<file path="config.mk">
export PLATFORM = sky130hd
export DESIGN_NAME = munch_sequencer
export DESIGN_NICKNAME = d
export VERILOG_FILES = /design/src/rtl/munch_pkg.sv /design/src/rtl/munch_frame_div.sv /design/src/rtl/munch_sequencer.sv
export SDC_FILE = /design/constraint.sdc
export NUM_CORES = 1
export LEC_CHECK = 0
export BUFFER_PORTS_ARGS = -buffer_cell sky130_fd_sc_hd__buf_2
export CAP_MARGIN = 20
export CORE_UTILIZATION = 45
export CTS_BUF_LIST = sky130_fd_sc_hd__clkbuf_4
export DETAILED_ROUTE_END_ITERATION = 16
export PLACE_DENSITY = 0.69
export SYNTH_ARGS = -nofsm -noshare
export SYNTH_HDL_FRONTEND = slang
export SYNTH_SLANG_ARGS = --single-unit
</file>
<file path="constraint.sdc">
create_clock -name clk -period 6.3 [get_ports clk]
set_input_delay 0.315 -clock clk [delete_from_list [all_inputs] [get_ports clk]]
set_output_delay 0.315 -clock clk [all_outputs]
set_load 0.05 [all_outputs]
</file>
<file path="src/rtl/munch_pkg.sv">
// Shared types and constants for the munch animation sequencer:
// FSM state encoding, config register map and reset defaults.
package munch_pkg;

    typedef enum logic [1:0] {
        ST_IDLE  = 2'd0,
        ST_RUN   = 2'd1,
        ST_PAUSE = 2'd2
    } munch_state_e;

    localparam logic [1:0] ADDR_SPEED = 2'd0;
    localparam logic [1:0] ADDR_STEP  = 2'd1;
    localparam logic [1:0] ADDR_MASK  = 2'd2;
    localparam logic [1:0] ADDR_CTRL  = 2'd3;

    localparam logic [7:0] RST_SPEED = 8'd0;
    localparam logic [7:0] RST_STEP  = 8'd1;
    localparam logic [7:0] RST_MASK  = 8'hFF;
    localparam logic [4:0] RST_CTRL  = 5'd0;

    localparam int CTRL_W      = 5;
    localparam int CTRL_DIR    = 0;
    localparam int CTRL_BOUNCE = 1;

    function automatic logic [2:0] ctrl_color(input logic [CTRL_W-1:0] ctrl);
        return ctrl[4:2];
    endfunction

endpackage

</file>
<file path="src/rtl/munch_frame_div.sv">
// Frame prescaler: counts qualifying frame pulses and ticks once every speed+1 of them.
module munch_frame_div
    import munch_pkg::*;
#(
    parameter int T_W = 8
) (
    input  logic           clk,
    input  logic           rst,
    input  logic           count_en,
    input  logic           clear,
    input  logic [T_W-1:0] speed,
    output logic           tick
);

    logic [T_W-1:0] count_r;
    logic           hit_s;

    // >= keeps the counter bounded if speed is lowered below the current count
    assign hit_s = (count_r >= speed);
    assign tick  = count_en && hit_s;

    // frame counter, cleared on RUN entry and held whenever not enabled
    always_ff @(posedge clk or posedge rst) begin
        if (rst) begin
            count_r <= '0;
        end else if (clear) begin
            count_r <= '0;
        end else if (count_en) begin
            count_r <= hit_s ? '0 : count_r + {{(T_W-1){1'b0}}, 1'b1};
        end else begin
            count_r <= count_r;
        end
    end

endmodule

</file>
<file path="src/rtl/munch_sequencer.sv">
// Munch animation sequencer: shadowed config, run/pause FSM and threshold stepping.
// Optional bounce mode is compiled in with the MUNCH_BOUNCE_EN macro.
module munch_sequencer
    import munch_pkg::*;
#(
    parameter int T_W = 8
) (
    input  logic           clk,
    input  logic           rst,
    input  logic           frame_start,
    input  logic           run,
    input  logic           step,
    input  logic           cfg_valid,
    output logic           cfg_ready,
    input  logic [1:0]     cfg_addr,
    input  logic [7:0]     cfg_data,
    output logic [T_W-1:0] t,
    output logic [7:0]     xor_mask,
    output logic [2:0]     color_idx,
    output logic           update,
    output logic [1:0]     state
);

    munch_state_e    state_r, state_next_s;
    logic            cfg_ready_r;
    logic            wr_s;

    logic [T_W-1:0]  speed_sh_r, step_sh_r, speed_act_r, step_act_r;
    logic [7:0]      mask_sh_r, mask_act_r;
    logic [CTRL_W-1:0] ctrl_sh_r, ctrl_act_r, ctrl_act_next_s;

    logic [T_W-1:0]  t_r, t_next_s;
    logic [2:0]      color_r, color_next_s;
    logic            update_r;
    logic            step_latch_r, step_latch_next_s;

    logic            div_tick_s, div_clear_s, div_en_s;
    logic [T_W-1:0]  step_eff_s, sum_s, diff_s, wrap_t_s;
    logic            carry_s, borrow_s, wrap_hit_s, dir_down_s;
    logic            advance_s, color_inc_s, flip_s;
    logic            unused_s;

    assign wr_s     = cfg_valid && cfg_ready_r;
    assign unused_s = ctrl_act_r[CTRL_BOUNCE];

    // ready drops for exactly one cycle after each accepted write
    always_ff @(posedge clk or posedge rst) begin
        if (rst) begin
            cfg_ready_r <= 1'b0;
        end else begin
            cfg_ready_r <= !wr_s;
        end
    end

    // shadow registers take host writes
    always_ff @(posedge clk or posedge rst) begin
        if (rst) begin
            speed_sh_r <= T_W'(RST_SPEED);
            step_sh_r  <= T_W'(RST_STEP);
            mask_sh_r  <= RST_MASK;
            ctrl_sh_r  <= RST_CTRL;
        end else if (wr_s) begin
            case (cfg_addr)
                ADDR_SPEED: speed_sh_r <= T_W'(cfg_data);
                ADDR_STEP:  step_sh_r  <= T_W'(cfg_data);
                ADDR_MASK:  mask_sh_r  <= cfg_data;
                ADDR_CTRL:  ctrl_sh_r  <= cfg_data[CTRL_W-1:0];
                default:    mask_sh_r  <= mask_sh_r;
            endcase
        end
    end

    // active config copies shadow at frame start; same-edge shadow writes wait a frame
    always_ff @(posedge clk or posedge rst) begin
        if (rst) begin
            speed_act_r <= T_W'(RST_SPEED);
            step_act_r  <= T_W'(RST_STEP);
            mask_act_r  <= RST_MASK;
            ctrl_act_r  <= RST_CTRL;
        end else if (frame_start) begin
            speed_act_r <= speed_sh_r;
            step_act_r  <= step_sh_r;
            mask_act_r  <= mask_sh_r;
            ctrl_act_r  <= ctrl_act_next_s;
        end
    end

    // FSM next state: moves only on frame start
    always_comb begin
        state_next_s = state_r;
        if (frame_start) begin
            case (state_r)
                ST_IDLE:  state_next_s = run ? ST_RUN : ST_IDLE;
                ST_RUN:   state_next_s = run ? ST_RUN : ST_PAUSE;
                ST_PAUSE: state_next_s = run ? ST_RUN : ST_PAUSE;
                default:  state_next_s = ST_IDLE;
            endcase
        end else begin
            state_next_s = state_r;
        end
    end

    assign div_en_s    = frame_start && (state_r == ST_RUN);
    assign div_clear_s = frame_start && (state_next_s == ST_RUN) && (state_r != ST_RUN);

    munch_frame_div #(.T_W(T_W)) u_frame_div (
        .clk      (clk),
        .rst      (rst),
        .count_en (div_en_s),
        .clear    (div_clear_s),
        .speed    (speed_act_r),
        .tick     (div_tick_s)
    );

    // pause-mode step latch: collapses any number of pulses into one advance
    always_comb begin
        step_latch_next_s = 1'b0;
        if (state_r == ST_PAUSE) begin
            step_latch_next_s = frame_start ? 1'b0 : (step_latch_r || step);
        end else begin
            step_latch_next_s = 1'b0;
        end
    end

    // advance arithmetic, using the config that was active before this edge
    always_comb begin
        step_eff_s = (step_act_r == '0) ? {{(T_W-1){1'b0}}, 1'b1} : step_act_r;
        {carry_s, sum_s} = {1'b0, t_r} + {1'b0, step_eff_s};
        diff_s     = t_r - step_eff_s;
        borrow_s   = (t_r < step_eff_s);
        dir_down_s = ctrl_act_r[CTRL_DIR];
        wrap_t_s   = dir_down_s ? diff_s : sum_s;
        wrap_hit_s = dir_down_s ? borrow_s : carry_s;
        advance_s  = frame_start &&
                     (div_tick_s || ((state_r == ST_PAUSE) && (step_latch_r || step)));
    end

    // next threshold, wrap/flip detection and colour stepping
    always_comb begin
        t_next_s     = t_r;
        color_inc_s  = 1'b0;
        flip_s       = 1'b0;
        if (advance_s) begin
`ifdef MUNCH_BOUNCE_EN
            if (ctrl_act_r[CTRL_BOUNCE]) begin
                if (!dir_down_s) begin
                    t_next_s = carry_s ? '1 : sum_s;
                    flip_s   = carry_s;
                end else begin
                    t_next_s = borrow_s ? '0 : diff_s;
                    flip_s   = borrow_s;
                end
                color_inc_s = flip_s;
            end else begin
                t_next_s    = wrap_t_s;
                color_inc_s = wrap_hit_s;
            end
`else
            t_next_s    = wrap_t_s;
            color_inc_s = wrap_hit_s;
`endif
        end else begin
            t_next_s = t_r;
        end

        ctrl_act_next_s = ctrl_sh_r;
        if (flip_s) begin
            ctrl_act_next_s[CTRL_DIR] = ~dir_down_s;
        end else begin
            ctrl_act_next_s[CTRL_DIR] = ctrl_sh_r[CTRL_DIR];
        end

        color_next_s = color_r;
        if (frame_start && (ctrl_color(ctrl_sh_r) != ctrl_color(ctrl_act_r))) begin
            color_next_s = ctrl_color(ctrl_sh_r);
        end else if (color_inc_s) begin
            color_next_s = color_r + 3'd1;
        end else begin
            color_next_s = color_r;
        end
    end

    // state, threshold, colour and update pulse registers
    always_ff @(posedge clk or posedge rst) begin
        if (rst) begin
            state_r      <= ST_IDLE;
            t_r          <= '0;
            color_r      <= 3'd0;
            update_r     <= 1'b0;
            step_latch_r <= 1'b0;
        end else begin
            state_r      <= state_next_s;
            t_r          <= t_next_s;
            color_r      <= color_next_s;
            update_r     <= (t_next_s != t_r);
            step_latch_r <= step_latch_next_s;
        end
    end

    assign cfg_ready = cfg_ready_r;
    assign t         = t_r;
    assign xor_mask  = mask_act_r;
    assign color_idx = color_r;
    assign update    = update_r;
    assign state     = state_r;

endmodule

</file>
==> flow_metrics.tcl, run 1 <==
set metrics [dict create \
    hpwlAfterDp_mm 5.64 \
    layout.cells.non_filler 545 \
    syn_avg_cell_area_um2 10.9 \
    cts_tree "built" \
    synthArstFlopShare_pct 100 \
    skew_ns 0.0191 \
    netlist_top_cells_count "dfrtp_1 (62), mux2_2 (45), o21ai_0 (38)" \
    reg2regPathDepth 12 \
    grt_first_pass_wirelength_mm 13.7 \
    rows 35 \
    min_path_cells 2 \
    num_antenna_cells 0 \
    hold_path.class "in -> reg" \
    drt_pre_antenna_iters 4 \
    ant_nets 0 \
    ys_seq_area_share_pct 47.9 \
    p_per_area_nw_per_um2 444 \
    synthSimpleGateAreaFrac_pct 9.76 \
    muxShareOfSynthArea_pct 12.9 \
    grt_max_degree 81 \
    drv_slew 0 \
    ys.flop_type "dfrtp_1" \
    min_to "cfg_ready$_DFF_PP0_" \
    synth-xor-area-share_pct 4.76 \
    cts.htree.levels 3 \
    r2r_start "step_act_r[4]$_DFFE_PP0P_" \
    via_per_inst 5.39 \
    p_int_mw 1.18 \
    synth_top_cell_by_area "dfrtp_1" \
    grt_usage_pct 18.0 \
    grt_overflow_total 0 \
    finalCritPeriodShare_pct 53.9 \
    drt_iter0_drc 152 \
    ys_warn_count 0 \
    antenna_found_initial 0 \
    clock.fmax_mhz 294 \
    fin_nets 477 \
    numCtsBuffers 9 \
    drc 0 \
    synth-edff-count 0 \
    synth_nets 436 \
    r2r_end "update$_DFF_PP0_" \
    worstMarginPinSlew_ns 0.913 \
    drive_above_1_share_pct 28.3 \
    power.switching_mw 0.907 \
    synth_top_area_share_pct 36.7 \
    synthCells 388 \
    p_comb_share_pct 48.3 \
    floorplan.die.height_um 99.0 \
    dieArea_um2 9790 \
    wirelength_mm 7.86 \
    port_buffers 38 \
    p_leak_nw 2.17 \
    reg2reg_slack_ns 2.90 \
    crit_fanout 3 \
    cap_viol_max_count 0 \
    synth.ff_latch_count 80 \
    syn_area_um2 4230 \
    relSlewSlack_pct 39.1 \
    finalSetupViolCount 0 \
    p_total_mw 2.09 \
    root_buffer "clkbuf_4" \
    worstPathArrival_ns 3.70 \
    coreArea_um2 9150 \
    wl_per_cell_um 14.4 \
    crit_type "reg -> reg" \
    required_ns 6.60 \
    yosysMostFrequentCell "dfrtp_1" \
    grt_setup_unrepaired "false" \
    worstSetupEndpointType "register" \
    finalSetupTns_ns 0 \
    grt_pass1_vias 2888 \
    gp_congestion 0.889 \
    whs_ns 0.123 \
    power.share.switching_pct 43.4 \
    synthToLayoutAreaGrowth_pct 11.1 \
    ys_types 48 \
    finalCriticalPeriod_ns 3.40 \
    clk_pin_slew_worst_paths_ns 0.13 \
    place_inst 526 \
    clk_path_buf_depth 2 \
    initial_core_util_pct 46.2 \
    synth_top_family_by_area "multiplexers" \
    insertion_delay_ns 0.42 \
    numClockSinks 80 \
    synth-compound-area-share_pct 11.2 \
    synth_fa_ha_area_share_pct 9.82 \
    pin_count 39 \
    ir_drop_mv 0.201 \
    hold_path.startpoint "cfg_valid" \
    pwr-share-clk_pct 14.6 \
    seq_power_share_pct 37.1 \
    vias 2935 \
    fp.dieW_um 99.0 \
    hold_viol 0 \
    post_cts_buffers 0 \
    crit_path_start_kind "register" \
    outcome "complete, no violations" \
    ys_top_cells_by_area "dfrtp_1 (37%), mux2_2 (12%), dfstp_2 (11%)" \
    fillers 833 \
]
[metal layers]
layer / up-vias / part of all wire, % / track usage (%) / wire (um)
met5: - / 0 / 0 / 0
met4: 0 / 2.2 / 7.58 / 173
met3: 14 / 3.1 / 3.97 / 242
met2: 52 / 45 / 28.3 / 3570
met1: 1435 / 49 / 24.1 / 3870
li1: 1434 / - / - / -
[worst max path at each step]
stage,startpoint,end,slack (ns)
2_1_floorplan,step_act_r[4]$_DFFE_PP0P_,update$_DFF_PP0_,3.20
4_1_cts,step_act_r[4]$_DFFE_PP0P_,update$_DFF_PP0_,2.89
3_5_place_dp,step_act_r[4]$_DFFE_PP0P_,update$_DFF_PP0_,2.92
6_report,step_act_r[4]$_DFFE_PP0P_,update$_DFF_PP0_,2.90
5_1_grt,step_act_r[4]$_DFFE_PP0P_,update$_DFF_PP0_,2.76
3_3_place_gp,step_act_r[4]$_DFFE_PP0P_,update$_DFF_PP0_,2.98
[layout make-up]
cell class              count  area, um^2  area share (%)
inverters                  26        98.8            2.10
clock inverters             7        68.8            1.46
clock buffers               9        67.6            1.44
multi-input cells         269        2050            43.6
repair buffers             43         250            5.32
well taps                 111         139            2.96
flip-flops and latches     80        2020            43.1
[power by group through the flow]
| stage | registers (mW) | clock network, mW | logic, mW |
|---|---|---|---|
| final | 0.774 | 0.306 | 1.01 |
| after global routing | 0.797 | 0.340 | 1.12 |
| after CTS | 0.776 | 0.317 | 1.01 |
| after detailed placement | 0.787 | 0 | 1.01 |
| after global placement | 0.781 | 0 | 0.981 |
| after floorplan | 0.947 | 0 | 0.640 |
[state kept, by name (all words and copies together), names as in the netlist]
register,cells
color_idx,3
speed_act_r,8
u_frame_div.count_r,8
update,1
step_sh_r,8
step_act_r,8
xor_mask,8
ctrl_act_r,4
mask_sh_r,8
t,8
speed_sh_r,8
step_latch_r,1
ctrl_act_next_s,4
cfg_ready,1
state,2
[worst max-delay path, cell delays in order, from the launching register on]
cell      delay, ns
dfrtp_1        0.42
nor4_1         0.34
a41o_1         0.26
ha_1           0.17
inv_1          0.06
fa_1           0.40
nand2b_1       0.18
a21oi_1        0.16
xor2_1         0.19
a22oi_2        0.09
xnor2_1        0.13
or4_1          0.52
o41a_1         0.38
[per-stage QoR]
stage / util [%] / setup WS [ns] / instance area (um^2)
2_1_floorplan: - / 3.20 / 4230
3_3_place_gp: 49.4 / 2.98 / 4520
3_5_place_dp: 49.4 / 2.92 / 4520
4_1_cts: 50.9 / 2.89 / 4650
5_1_grt: 51.3 / 2.76 / 4700
6_report: 51.3 / 2.90 / 4700
[what timing repair did]
item | CTS | global route
hold buffers | 0 | 1
hold endpoints to repair | 0 | 13
resized for setup | 0 | 0
[cells in the final DEF, fill, tap and decap left out, types with 4 or more instances in the layout]
cell type  count
nand2b_1       7
mux2i_1        4
o31ai_1        4
nand3_1        4
nor3_1         4
buf_2         38
nor2_1        22
dfstp_2       18
inv_1         24
ha_1          30
mux2_2        45
dfrtp_1       62
a21oi_1       12
nor2b_1        5
clkbuf_4      10
xnor2_1        9
nand2_1       29
xor2_1        14
o21ai_0       38
and3_1         5
a21o_1         4
[cell families (layout without fill, tap and decap cells)]
| kind of cell | Yosys count | count (layout) |
|---|---|---|
| compound gates | 78 | 78 |
| xor+xnor | 23 | 23 |
| fa+ha+maj | 32 | 32 |
| buf+inv | 39 | 85 |
| flops | 80 | 80 |
| mux | 49 | 49 |
| simple gates | 87 | 87 |
No activity file was read; power rests on OpenSTA's default activity.
==> inputs of run 2 (changes only) <==
==> constraint.sdc (replaced) <==
create_clock -name clk -period 3.3 [get_ports clk]
set_input_delay 0.165 -clock clk [delete_from_list [all_inputs] [get_ports clk]]
set_output_delay 0.165 -clock clk [all_outputs]
set_load 0.05 [all_outputs]
==> flow_metrics.tcl, run 2 (synthesis results as in run 1) <==
set metrics [dict create \
    outcome "complete, no violations" \
    antenna_found_initial 0 \
    pin_count 39 \
    p_leak_nw 2.20 \
    cts.htree.levels 3 \
    hpwlAfterDp_mm 5.76 \
    port_buffers 38 \
    path_cells "nor4_4, a41o_1, ha_2, inv_2, fa_2, buf_6, xor2_2, xnor2_1, nor3_1, a31oi_1, or4_1, o41a_1" \
    fin_nets 485 \
    via_per_inst 5.20 \
    grt_first_pass_wirelength_mm 13.8 \
    ir_drop_mv 0.321 \
    setup_slack_ns 0.103 \
    hold_viol 0 \
    num_antenna_cells 0 \
    synthToLayoutAreaGrowth_pct 13.1 \
    coreArea_um2 9150 \
    crit_end "update$_DFF_PP0_" \
    required_ns 3.60 \
    hold_path.class "in -> reg" \
    vias 2874 \
    insertion_delay_ns 0.41 \
    clk_pin_slew_worst_paths_ns 0.12 \
    finalCritPeriodShare_pct 96.9 \
    drc 0 \
    dp_slack_ns -0.0230 \
    crit_fanout 3 \
    grt_usage_pct 18.0 \
    whs_ns 0.0296 \
    numClockSinks 80 \
    r2r_start "step_act_r[7]$_DFFE_PP0P_" \
    crit_start "step_act_r[7]$_DFFE_PP0P_" \
    drive_above_1_share_pct 30.5 \
    floorplan.die.height_um 99.0 \
    worstPathArrival_ns 3.50 \
    dieArea_um2 9790 \
    crit_path_start_kind "register" \
    critPathMaxStageDelay_ns 0.54 \
    worstMarginPinSlew_ns 0.683 \
    clk_path_buf_depth 2 \
    grt_setup_unrepaired "true" \
    grt_overflow_total 0 \
    cap_viol_max_count 0 \
    reg2regPathDepth 12 \
    relSlewSlack_pct 54.4 \
    clock.fmax_mhz 313 \
    grt_max_degree 48 \
    skew_ns 0.0158 \
    most-common-layout-cells "dfrtp_1 (62), mux2_2 (45), o21ai_0 (38), buf_2 (38)" \
    drt_pre_antenna_iters 4 \
    finalSetupViolCount 0 \
    wl_per_cell_um 14.5 \
    initial_core_util_pct 46.2 \
    numCtsBuffers 9 \
    finalCriticalPeriod_ns 3.20 \
    fp.dieW_um 99.0 \
    crit_type "reg -> reg" \
    gp_congestion 0.854 \
    slowest_stage "or4_1" \
    rows 35 \
    drv_slew 0 \
    cts_tree "built" \
    root_buffer "clkbuf_4" \
    layout.cells.non_filler 553 \
    wirelength_mm 8.00 \
    final_common_cell "dfrtp_1" \
    place_inst 531 \
    worstSetupEndpointType "register" \
    ant_nets 0 \
    drt_iter0_drc 76 \
    p_per_area_nw_per_um2 846 \
    r2r_end "update$_DFF_PP0_" \
    grt_pass1_vias 2962 \
    reg2reg_slack_ns 0.10 \
]
-- run 2: metal layers --
metal | global-route usage (%) | part of all wire [%] | vias up
met5 | 0 | 0 | -
met4 | 6.66 | 1.5 | 0
met3 | 2.62 | 2.6 | 11
met2 | 30.3 | 48 | 40
met1 | 23.6 | 48 | 1379
li1 | - | - | 1444
-- run 2: how the worst min path moves through the flow --
| stage | from | to | slack (ns) | cells past startpoint |
|---|---|---|---|---|
| global placement | rst | t[7]$_DFF_PP0_ | 0.29 | 2 |
| CTS | cfg_data[5] | step_sh_r[5]$_DFFE_PP0P_ | 0.002 | 2 |
| detailed placement | rst | t[7]$_DFF_PP0_ | 0.30 | 2 |
| global route | cfg_data[5] | step_sh_r[5]$_DFFE_PP0P_ | 0.02 | 2 |
| floorplan | cfg_valid | cfg_ready$_DFF_PP0_ | 0.28 | 1 |
| finish | cfg_data[1] | speed_sh_r[1]$_DFFE_PP0P_ | 0.03 | 2 |
-- run 2: power breakdown --
group          internal, mW  switching (mW)
Sequential             1.26           0.226
Combinational         0.802            1.19
Clock                 0.226           0.338
-- run 2: worst max-delay path, delay by kind of cell (launching register included) --
family,cells,cell delay [ns]
and+or+nand+nor,3,0.99
DFF,1,0.45
xor gates and xnor gates,2,0.30
AOI/OAI and AO/OA,3,0.61
adders and majority gates,2,0.55
buffers and inverters,2,0.17
-- run 2: metrics by stage --
stage          setup TNS, ns  cell area (um^2)  utilization, %  power, mW
2_1_floorplan              0              4230               -       3.03
3_3_place_gp               0              4560            49.8       3.38
3_5_place_dp         -0.0230              4560            49.8       3.44
4_1_cts                    0              4730            51.7       4.02
5_1_grt              -0.0424              4790            52.3       4.37
6_report                   0              4790            52.3       4.05
-- run 2: area by class of cell --
type,instances,area [um^2]
Inverter,26,98.8
Sequential cell,80,2020
Fill cell,813,4370
Clock buffer,9,67.6
Timing Repair Buffer,51,302
Multi-Input combinational cell,269,2090
Tap cell,111,139
Clock inverter,7,61.3
-- run 2: repair_timing --
action	CTS	global route
pin swaps	0	6
setup buffers	0	1
endpoints found under the setup margin	1	1
hold endpoints to repair	38	0
hold buffers	4	0
gates resized for setup	1	9
==> inputs of run 3 (changes only) <==
--- a/config.mk
+++ b/config.mk
@@ -7,10 +7,10 @@
 export LEC_CHECK = 0
 export BUFFER_PORTS_ARGS = -buffer_cell sky130_fd_sc_hd__buf_2
 export CAP_MARGIN = 20
-export CORE_UTILIZATION = 45
+export CORE_UTILIZATION = 35
 export CTS_BUF_LIST = sky130_fd_sc_hd__clkbuf_4
 export DETAILED_ROUTE_END_ITERATION = 16
-export PLACE_DENSITY = 0.69
+export PLACE_DENSITY = 0.58
 export SYNTH_ARGS = -nofsm -noshare
 export SYNTH_HDL_FRONTEND = slang
 export SYNTH_SLANG_ARGS = --single-unit
==> flow_metrics.tcl, run 3 (synthesis results as in run 1) <==
set metrics [dict create \
    worstMarginPinSlew_ns 0.724 \
    cts_tree "built" \
    grt_max_degree 45 \
    grt_first_pass_wirelength_mm 14.1 \
    finalCritPeriodShare_pct 97.1 \
    crit_fanout 2 \
    clock.fmax_mhz 312 \
    synthToLayoutAreaGrowth_pct 14.8 \
    clk_pin_slew_worst_paths_ns 0.14 \
    antenna_found_initial 0 \
    cap_viol_max_count 0 \
    drt_iter0_drc 86 \
    dieArea_um2 12500 \
    initial_core_util_pct 36.4 \
    insertion_delay_ns 0.43 \
    clk_path_buf_depth 2 \
    floorplan.die.height_um 112 \
    vias 2909 \
    worstPathArrival_ns 3.53 \
    drc 2 \
    finalCriticalPeriod_ns 3.20 \
    drt_pre_antenna_iters 10 \
    skew_ns 0.0110 \
    drv_slew 0 \
    top_layer_used "met4" \
    numCtsBuffers 9 \
    rows 39 \
    setup_slack_ns 0.0966 \
    num_antenna_cells 0 \
    wl_met2_mm 3.61 \
    root_buffer "clkbuf_4" \
    fillers 1155 \
    worstSetupEndpointType "register" \
    p_leak_nw 2.21 \
    wl_per_cell_um 14.1 \
    required_ns 3.63 \
    port_buffers 38 \
    fin_nets 490 \
    seq_area_um2 2020 \
    ir_drop_mv 0.346 \
    via_per_inst 4.93 \
    grt_overflow_total 0 \
    whs_ns 0.0260 \
    crit_path_start_kind "register" \
    reg2reg_slack_ns 0.1 \
    crit_type "reg -> reg" \
    coreArea_um2 11600 \
    post-route-util_pct 41.8 \
    ant_nets 0 \
    numClockSinks 80 \
    hold_viol 0 \
    multi_input_area_um2 2080 \
    drive_above_1_share_pct 30.4 \
    dp_slack_ns -0.0603 \
    wirelength_mm 8.31 \
    grt_pass1_vias 2900 \
    grt_usage_pct 14.2 \
    most-common-layout-cells "dfrtp_1 (62), mux2_2 (45), o21ai_0 (38), buf_2 (38)" \
    place_inst 564 \
    p_per_area_nw_per_um2 829 \
    fp.dieW_um 112 \
    outcome "complete, but fails checks" \
    pin_count 39 \
    hpwlAfterDp_mm 6.01 \
    hold_path.class "in -> reg" \
    finalSetupViolCount 0 \
    gp_congestion 0.778 \
    cts.htree.levels 3 \
    dr_wl_met3_um 330 \
    relSlewSlack_pct 51.7 \
    final_common_cell "dfrtp_1" \
    violations "design-rule violations" \
    wl_met1_mm 4.25 \
    finalSetupTns_ns 0 \
    layout.cells.non_filler 590 \
]
-- run 3: final timing paths --
path	start	endpoint	cells past startpoint
max reg2reg	step_act_r[7]$_DFFE_PP0P_	update$_DFF_PP0_	12
max	step_act_r[7]$_DFFE_PP0P_	update$_DFF_PP0_	12
min	step	step_latch_r$_DFF_PP0_	3
max in group asynchronous	rst	step_sh_r[0]$_DFFE_PP1P_	4
min in group asynchronous	rst	speed_sh_r[7]$_DFFE_PP0P_	3
min reg2reg	speed_sh_r[2]$_DFFE_PP0P_	speed_act_r[2]$_DFFE_PP0P_	2
-- run 3: final cells by class --
class,instances,share of cell area (%)
clock inverters,7,1.26
well taps,143,3.68
multi-input cells,269,42.8
repair buffers,56,7.11
clock buffers,9,1.39
inverters,26,2.04
flip-flops and latches,80,41.7
-- run 3: timing repair --
action | CTS | global route
setup buffers | 1 | 1
hold endpoints to repair | 43 | 0
pin swaps | 2 | 5
endpoints found under the setup margin | 1 | 1
cloned | 0 | 0
hold buffers | 8 | 0
resized for setup | 2 | 4
-- run 3: power by group --
part | total [mW] | leakage [nW] | switching [mW] | internal (mW)
sequential | 1.49 | 0.952 | 0.228 | 1.26
clock | 0.551 | 0.0650 | 0.384 | 0.168
combinational | 1.98 | 1.20 | 1.18 | 0.799
total | 4.02 | 2.21 | 1.80 | 2.23
-- run 3: routing by layer --
layer | global-route usage (%) | up-vias
li1 | - | 1460
met1 | 20.0 | 1390
met2 | 21.5 | 49
met3 | 2.45 | 10
met4 | 5.87 | 0
met5 | 0 | -
-- run 3: critical path, stage by stage, from the launching register on --
cell	delay (ns)
dfrtp_1	0.41
nor4_2	0.29
a41o_1	0.24
ha_2	0.18
inv_1	0.05
fa_2	0.33
nand2b_4	0.15
a21oi_2	0.15
xor2_1	0.18
a22oi_2	0.09
xnor2_1	0.12
or4_1	0.53
o41a_1	0.37
-- run 3: metrics by stage --
step	instance area (um^2)	power, mW
5_1_grt	4860	4.34
4_1_cts	4830	4.04
2_1_floorplan	4230	3.03
3_5_place_dp	4600	3.45
3_3_place_gp	4600	3.43
6_report	4860	4.02
